===== config.mk =====
export PLATFORM = sky130hd
export DESIGN_NAME = seg7_scan_driver
export DESIGN_NICKNAME = d
export VERILOG_FILES = /design/src/rtl/seg7_scan_driver.sv
export SDC_FILE = /design/constraint.sdc
export NUM_CORES = 1
export LEC_CHECK = 0
export CORE_AREA = 8 8 69 71
export DETAILED_ROUTE_END_ITERATION = 8
export DIE_AREA = 0 0 77 79
export DONT_BUFFER_PORTS = 1
export PLACE_DENSITY = 0.73
export REMOVE_ABC_BUFFERS = 1
export SETUP_SLACK_MARGIN = 0.02
export SYNTH_ARGS = -nofsm -noshare
export SYNTH_HDL_FRONTEND = slang
export SYNTH_SLANG_ARGS = --single-unit

===== constraint.sdc =====
create_clock -name clk_in -period 2.23 [get_ports clk_in]
set_input_delay 0.3345 -clock clk_in [delete_from_list [all_inputs] [get_ports clk_in]]
set_output_delay 0.3345 -clock clk_in [all_outputs]
set_load 0.005 [all_outputs]

===== src/rtl/seg7_scan_driver.sv =====
// ---------------------------------------------------------------------------
// seg7_scan_driver
//
// Purpose:
//   Time-multiplexes a DIGITS-wide hex value onto a common-anode 7-segment
//   display. The divided slow clock from the clock divider is synchronised
//   into the clk_in domain and edge-detected, giving one scan tick per rise.
//   Each tick advances to the next digit. A one-cycle all-off blanking phase
//   is placed between digits to suppress ghosting. The displayed value is
//   captured once per full scan, so a frame never mixes old and new digits.
//
// Parameters:
//   DIGITS       number of multiplexed digits (2..8)
//
// Ports:
//   clk_in       system clock; all logic runs on its rising edge
//   rst_n        asynchronous active-low reset
//   slow_clk_in  divided clock, asynchronous to clk_in, treated as data
//   enable       scan enable; low forces the display dark
//   value        hex nibbles, value[3:0] is digit 0 (rightmost)
//   dp_in        decimal points, bit i belongs to digit i, active-high
//   an           anode selects, active-low, registered
//   seg          segments {g,f,e,d,c,b,a}, active-low, registered
//   dp           decimal point, active-low, registered
//   digit_idx    index of the digit currently shown, registered
//
// Optional feature:
//   SEG7_LEADING_ZERO_BLANK_EN - when defined, digits above the highest
//   nonzero nibble of the captured value have all segments off. Digit 0 is
//   always decoded, so a value of zero still shows a single "0".
// ---------------------------------------------------------------------------
module seg7_scan_driver #(
    parameter int DIGITS = 4
) (
    input  logic                        clk_in,
    input  logic                        rst_n,
    input  logic                        slow_clk_in,
    input  logic                        enable,
    input  logic [4*DIGITS-1:0]         value,
    input  logic [DIGITS-1:0]           dp_in,
    output logic [DIGITS-1:0]           an,
    output logic [6:0]                  seg,
    output logic                        dp,
    output logic [$clog2(DIGITS)-1:0]   digit_idx
);

    localparam int IDX_W = $clog2(DIGITS);

    typedef enum logic [1:0] {
        IDLE  = 2'd0,
        BLANK = 2'd1,
        SHOW  = 2'd2
    } state_t;

    state_t state, state_next;

    logic s1, s2, p;
    logic tick;

    logic [4*DIGITS-1:0] snap_val, snap_val_next;
    logic [DIGITS-1:0]   snap_dp, snap_dp_next;

    logic [DIGITS-1:0]   an_next;
    logic [6:0]          seg_next;
    logic                dp_next;
    logic [IDX_W-1:0]    idx_next;
    logic [3:0]          nibble;

`ifdef SEG7_LEADING_ZERO_BLANK_EN
    logic [IDX_W-1:0]    top_idx;
`endif

    // Active-low segment patterns {g,f,e,d,c,b,a} for one hex nibble.
    function automatic logic [6:0] hex_to_seg(input logic [3:0] n);
        case (n)
            4'h0:    hex_to_seg = 7'h40;
            4'h1:    hex_to_seg = 7'h79;
            4'h2:    hex_to_seg = 7'h24;
            4'h3:    hex_to_seg = 7'h30;
            4'h4:    hex_to_seg = 7'h19;
            4'h5:    hex_to_seg = 7'h12;
            4'h6:    hex_to_seg = 7'h02;
            4'h7:    hex_to_seg = 7'h78;
            4'h8:    hex_to_seg = 7'h00;
            4'h9:    hex_to_seg = 7'h10;
            4'hA:    hex_to_seg = 7'h08;
            4'hB:    hex_to_seg = 7'h03;
            4'hC:    hex_to_seg = 7'h46;
            4'hD:    hex_to_seg = 7'h21;
            4'hE:    hex_to_seg = 7'h06;
            default: hex_to_seg = 7'h0E;
        endcase
    endfunction

    // Two-flop synchroniser for the slow clock plus a delayed copy used to
    // detect its rising edge. The slow clock is only ever sampled as data.
    always_ff @(posedge clk_in or negedge rst_n) begin
        if (!rst_n) begin
            s1 <= 1'b0;
            s2 <= 1'b0;
            p  <= 1'b0;
        end else begin
            s1 <= slow_clk_in;
            s2 <= s1;
            p  <= s2;
        end
    end

    assign tick = s2 & ~p;

    // State, snapshot and all display outputs are registered together so the
    // pins change only on clock edges and never glitch between digits.
    always_ff @(posedge clk_in or negedge rst_n) begin
        if (!rst_n) begin
            state     <= IDLE;
            snap_val  <= '0;
            snap_dp   <= '0;
            an        <= '1;
            seg       <= 7'h7F;
            dp        <= 1'b1;
            digit_idx <= '0;
        end else begin
            state     <= state_next;
            snap_val  <= snap_val_next;
            snap_dp   <= snap_dp_next;
            an        <= an_next;
            seg       <= seg_next;
            dp        <= dp_next;
            digit_idx <= idx_next;
        end
    end

    // Next-state and next-output logic. The output values computed here are
    // what the pins will show once the transition has happened, so entering
    // SHOW decodes the newly selected digit from the snapshot as it will be
    // after this edge (including a fresh capture when wrapping to digit 0).
    always_comb begin
        state_next    = state;
        snap_val_next = snap_val;
        snap_dp_next  = snap_dp;
        an_next       = an;
        seg_next      = seg;
        dp_next       = dp;
        idx_next      = digit_idx;
        nibble        = 4'h0;
`ifdef SEG7_LEADING_ZERO_BLANK_EN
        top_idx       = '0;
`endif

        case (state)
            IDLE: begin
                an_next  = '1;
                seg_next = 7'h7F;
                dp_next  = 1'b1;
                if (enable && tick) begin
                    state_next = BLANK;
                    // Parked on the last digit so the first advance wraps to
                    // digit 0 and takes a fresh snapshot.
                    idx_next   = IDX_W'(DIGITS - 1);
                end
            end

            BLANK: begin
                // A tick landing here is ignored; blanking is always one cycle.
                state_next = SHOW;
                idx_next   = (digit_idx == IDX_W'(DIGITS - 1)) ? '0
                                                                : digit_idx + 1'b1;
                if (idx_next == '0) begin
                    snap_val_next = value;
                    snap_dp_next  = dp_in;
                end
                nibble   = snap_val_next[{idx_next, 2'b00} +: 4];
                an_next  = ~(DIGITS'(1) << idx_next);
                seg_next = hex_to_seg(nibble);
                dp_next  = ~snap_dp_next[idx_next];
`ifdef SEG7_LEADING_ZERO_BLANK_EN
                for (int i = 1; i < DIGITS; i++) begin
                    if (snap_val_next[i*4 +: 4] != 4'h0) begin
                        top_idx = IDX_W'(i);
                    end
                end
                if (idx_next > top_idx) begin
                    seg_next = 7'h7F;
                end
`endif
            end

            SHOW: begin
                if (tick) begin
                    state_next = BLANK;
                    an_next    = '1;
                    seg_next   = 7'h7F;
                    dp_next    = 1'b1;
                end
            end

            default: begin
                state_next = IDLE;
                an_next    = '1;
                seg_next   = 7'h7F;
                dp_next    = 1'b1;
            end
        endcase

        // Dropping enable overrides everything: dark on the very next edge.
        // The snapshot is kept; the restart path recaptures it anyway.
        if (!enable) begin
            state_next = IDLE;
            an_next    = '1;
            seg_next   = 7'h7F;
            dp_next    = 1'b1;
        end
    end

endmodule


==> summary.md <==
| Metric | Value |
|---|---|
| Cells after Synth | 161 |
| Hold Path Stages | 0 |
| CTS sink count | 39 |
| Critical path startpoint category | flip-flop |
| Vias in the first global route | 1,390 |
| Worst r2r dst | seg[1] |
| Area grow syn2layout | 22.3% |
| Yosys top cell area share | 0.338 |
| FF-to-FF Start | digit_idx[0] |
| Peak supply drop | 0.717 mV |
| HPWL Detailed | 3.07 mm |
| First-pass GRT wire length | 6.77 mm |
| Design area | 2440 um^2 |
| Top FF cell, synth | dfrtp_1 |
| Placement Rows | 23 |
| Post-route setup slack | 4.93 ps |
| Crit path DAT | 2470 ps |
| Total Nets Final | 217 |
| Iter 0 DRT Violations | 68 |
| Multi-input gate area | 1030 um^2 |
| Actual slew at the worst max-slew pin | 569 ps |
| Global route total overflow | 0 |
| Clock Latency Late Sink | 290 ps |
| Synth cell count leaders | dfrtp_1, mux2_2, dfstp_2, nor2_1 |
| N_diodes | 0 |
| Top-count cell post-synth | dfrtp_1 |
| Unrepaired setup endpoints after global routing | yes |
| Boundary Pins | 38 |
| Highest clock rate | 449 MHz |
| Leak | 0.00104 uW |
| Adder-cell share of the synthesized area | 0.0627 |
| Cell area after synthesis | 2000 um^2 |
| Dominant combinational cell family by area after synthesis | multiplexers |
| Maximum buffer depth of the clock tree | 2 |
| DR DRC count | 0 |
| Synth warn | 0 |
| Share of layout cells above drive strength 1 | 0.473 |
| Status | completed |
| Post-DR vias/cell | 5.65 |
| Clock root cell | clkbuf_8 |
| DR WL/cell | 18.5 um |
| Largest net degree at the start of global routing | 40 |
| Worst Hold Path EP | s1 |
| #FFs+latches synth | 39 |
| Mux contribution to synthesized area | 0.231 |
| Gr usage total | 0.140 |
| Final ANT Viol Nets | 0 |
| Cell Chain, Critical Path | buf_6 -> mux2_4 -> mux4_2 -> buf_4 -> buf_4 -> mux2_4 -> o21ai_2 -> o21a_1 |
| Post-synthesis sequential area ratio | 0.496 |
| Syn_area_per_cell | 12.4 um^2 |
| Reg area | 991 um^2 |
| Yosys top cell by area | dfrtp_1 |
| Clock skew after layout | 6.87 ps |
| Crit path max-delay family | multiplexers |
| Initial antenna violation count | 0 |
| Max_cap viols | 0 |
| Type of the worst min-delay path | in2reg |
| Final Hold Fails | 0 |
| Router iterations before antenna repair | 4 |
| CTS Buf Count | 5 |
| CP Class | reg2reg |
| Drt total wl | 4.32 mm |
| Ys async rst share | 1.00 |
| CTS tree | done |
| Port bufs | 0 |
| Final critical-path share of the clock period | 0.998 |
| Buffer and inverter count on the worst path | 3 |
| Hold Startpoint | slow_clk_in |
| Fillers | 299 |
| Dpl ws | -53.1 ps |
| Routability cong. | 0.817 |
| Worst EP required | 2470 ps |
| Crit-path slowest cell | mux4_2 |
| Post-Synth Simple-Gate Area | 0.0677 |
| Clock slew at reported path FFs | 80 ps |
| Post-synth EDFFs | 0 |
| Slew HR | 0.618 |
| WP depth | 8 |
| Vias post-DR | 1,323 |
| Initial Utilization | 0.526 |
| Synth area leaders | dfrtp_1, dfstp_2, mux2_2, ha_1, mux4_2 |
| CP max stage delay | 530 ps |
| R2R cell count | 8 |
| DP Area | 2130 um^2 |
| Die width | 77 um |
| Crit. End Element | flip-flop |
| DIE AREA | 6080 um^2 |
| Post-Synth XOR/XNOR Area | 0.00439 |
| Core region area | 3800 um^2 |
| Final setup viols | 0 |
| Compound-Gate Fraction of Synth Area | 0.0965 |
| Distinct cells, synth | 37 |
| Htree depth | 2 |
| Die Y | 79 um |
| Pwr dens | 1410 nW/um^2 |
| Worst-path fanout max | 7 |
| FF-to-FF setup slack | 5 ps |
| Fin crit period | 2230 ps |
| Slew Viols, Final | 0 |
[kinds of logic after synthesis]
kind of cell	Yosys count
DFF	39
and+or+nand+nor	28
xor gates and xnor gates	1
muxes	36
buffers and inverters	18
adders and majority gates	10
AOI/OAI and AO/OA	29
[stage by stage]
step	instances	setup TNS [ps]	util	hold WS [ps]	power, uW
finish	234	0	0.643	69.3	3450
floorplan	153	-2230	-	38.9	2030
detailed placement	219	-183	0.562	40.1	2520
CTS	230	-5.98	0.604	58.4	3100
global route	234	-272	0.643	52.1	3670
global placement	219	0	0.562	40.2	2470
[power by group]
| group | leakage (uW) | internal, uW | switching [uW] |
|---|---|---|---|
| combinational | 0.000544 | 1020 | 849 |
| sequential | 0.000444 | 936 | 121 |
| clock | 0.0000505 | 281 | 242 |
[metal layers]
layer  global-route usage  share of wire  vias to the layer above
li1                     -              -                      621
met1                0.153           0.41                      673
met2                0.242           0.51                       24
met3               0.0576          0.062                        5
met4               0.0509          0.011                        0
met5                    0              0                        -
[worst register-to-register path, cell delays in order, from the launching register on]
cell and delay [ps]:
dfrtp_1 400, buf_6 150, mux2_4 300, mux4_2 530, buf_4 170, buf_4 130
mux2_4 260, o21ai_2 110, o21a_1 120
[how the worst max path moves through the flow]
stage                  from  slack, ps      to
2_1_floorplan  digit_idx[0]       -410  seg[1]
3_3_place_gp   digit_idx[0]          7  seg[3]
3_5_place_dp   digit_idx[0]        -50  seg[6]
4_1_cts        digit_idx[0]         -6  seg[1]
5_1_grt        digit_idx[0]        -80  seg[1]
6_report       digit_idx[0]          5  seg[1]
[flip-flops by register name, summed over array words and instances, names as in the netlist]
signal	flops
an	4
digit_idx	2
dp	1
p	1
s1	1
s2	1
seg	7
snap_dp	4
snap_val	16
state	2
[cell usage in the layout, fill, tap and decap left out, types with 2 or more instances in the layout]
cell type,netlist,final
o22ai_1,3,3
mux2_4,2,7
clkbuf_8,0,7
a21oi_1,10,10
dfrtp_1,27,27
a31oi_1,2,2
buf_4,0,15
dfstp_2,12,12
nand2_1,7,7
and2_1,2,2
buf_6,2,4
buf_12,0,2
ha_4,0,4
mux2_2,22,18
nor2_1,12,12
mux4_2,5,5
inv_1,9,4
ha_1,10,5
o21ai_0,2,2
mux2i_1,6,6
inv_2,1,4
inv_4,0,2
o22a_1,3,3
o21ai_2,1,3
[layout make-up]
| type | count | area share |
|---|---|---|
| repair buffers | 22 | 0.0850 |
| flip-flops and latches | 39 | 0.406 |
| inverters | 10 | 0.0174 |
| well taps | 50 | 0.0256 |
| clock inverters | 1 | 0.00307 |
| clock buffers | 7 | 0.0394 |
| multi-input cells | 105 | 0.424 |
[repair_timing]
| action | 4_1_cts | 5_1_grt |
|---|---|---|
| hold buffers | 2 | 0 |
| pin swaps | 4 | 5 |
| cloned | 0 | 1 |
| endpoints found under the hold margin | 39 | 0 |
| buffers inserted | 1 | 3 |
| setup endpoints to repair | 6 | 7 |
| resized for setup | 6 | 20 |
No activity file was read; power rests on OpenSTA's default activity.
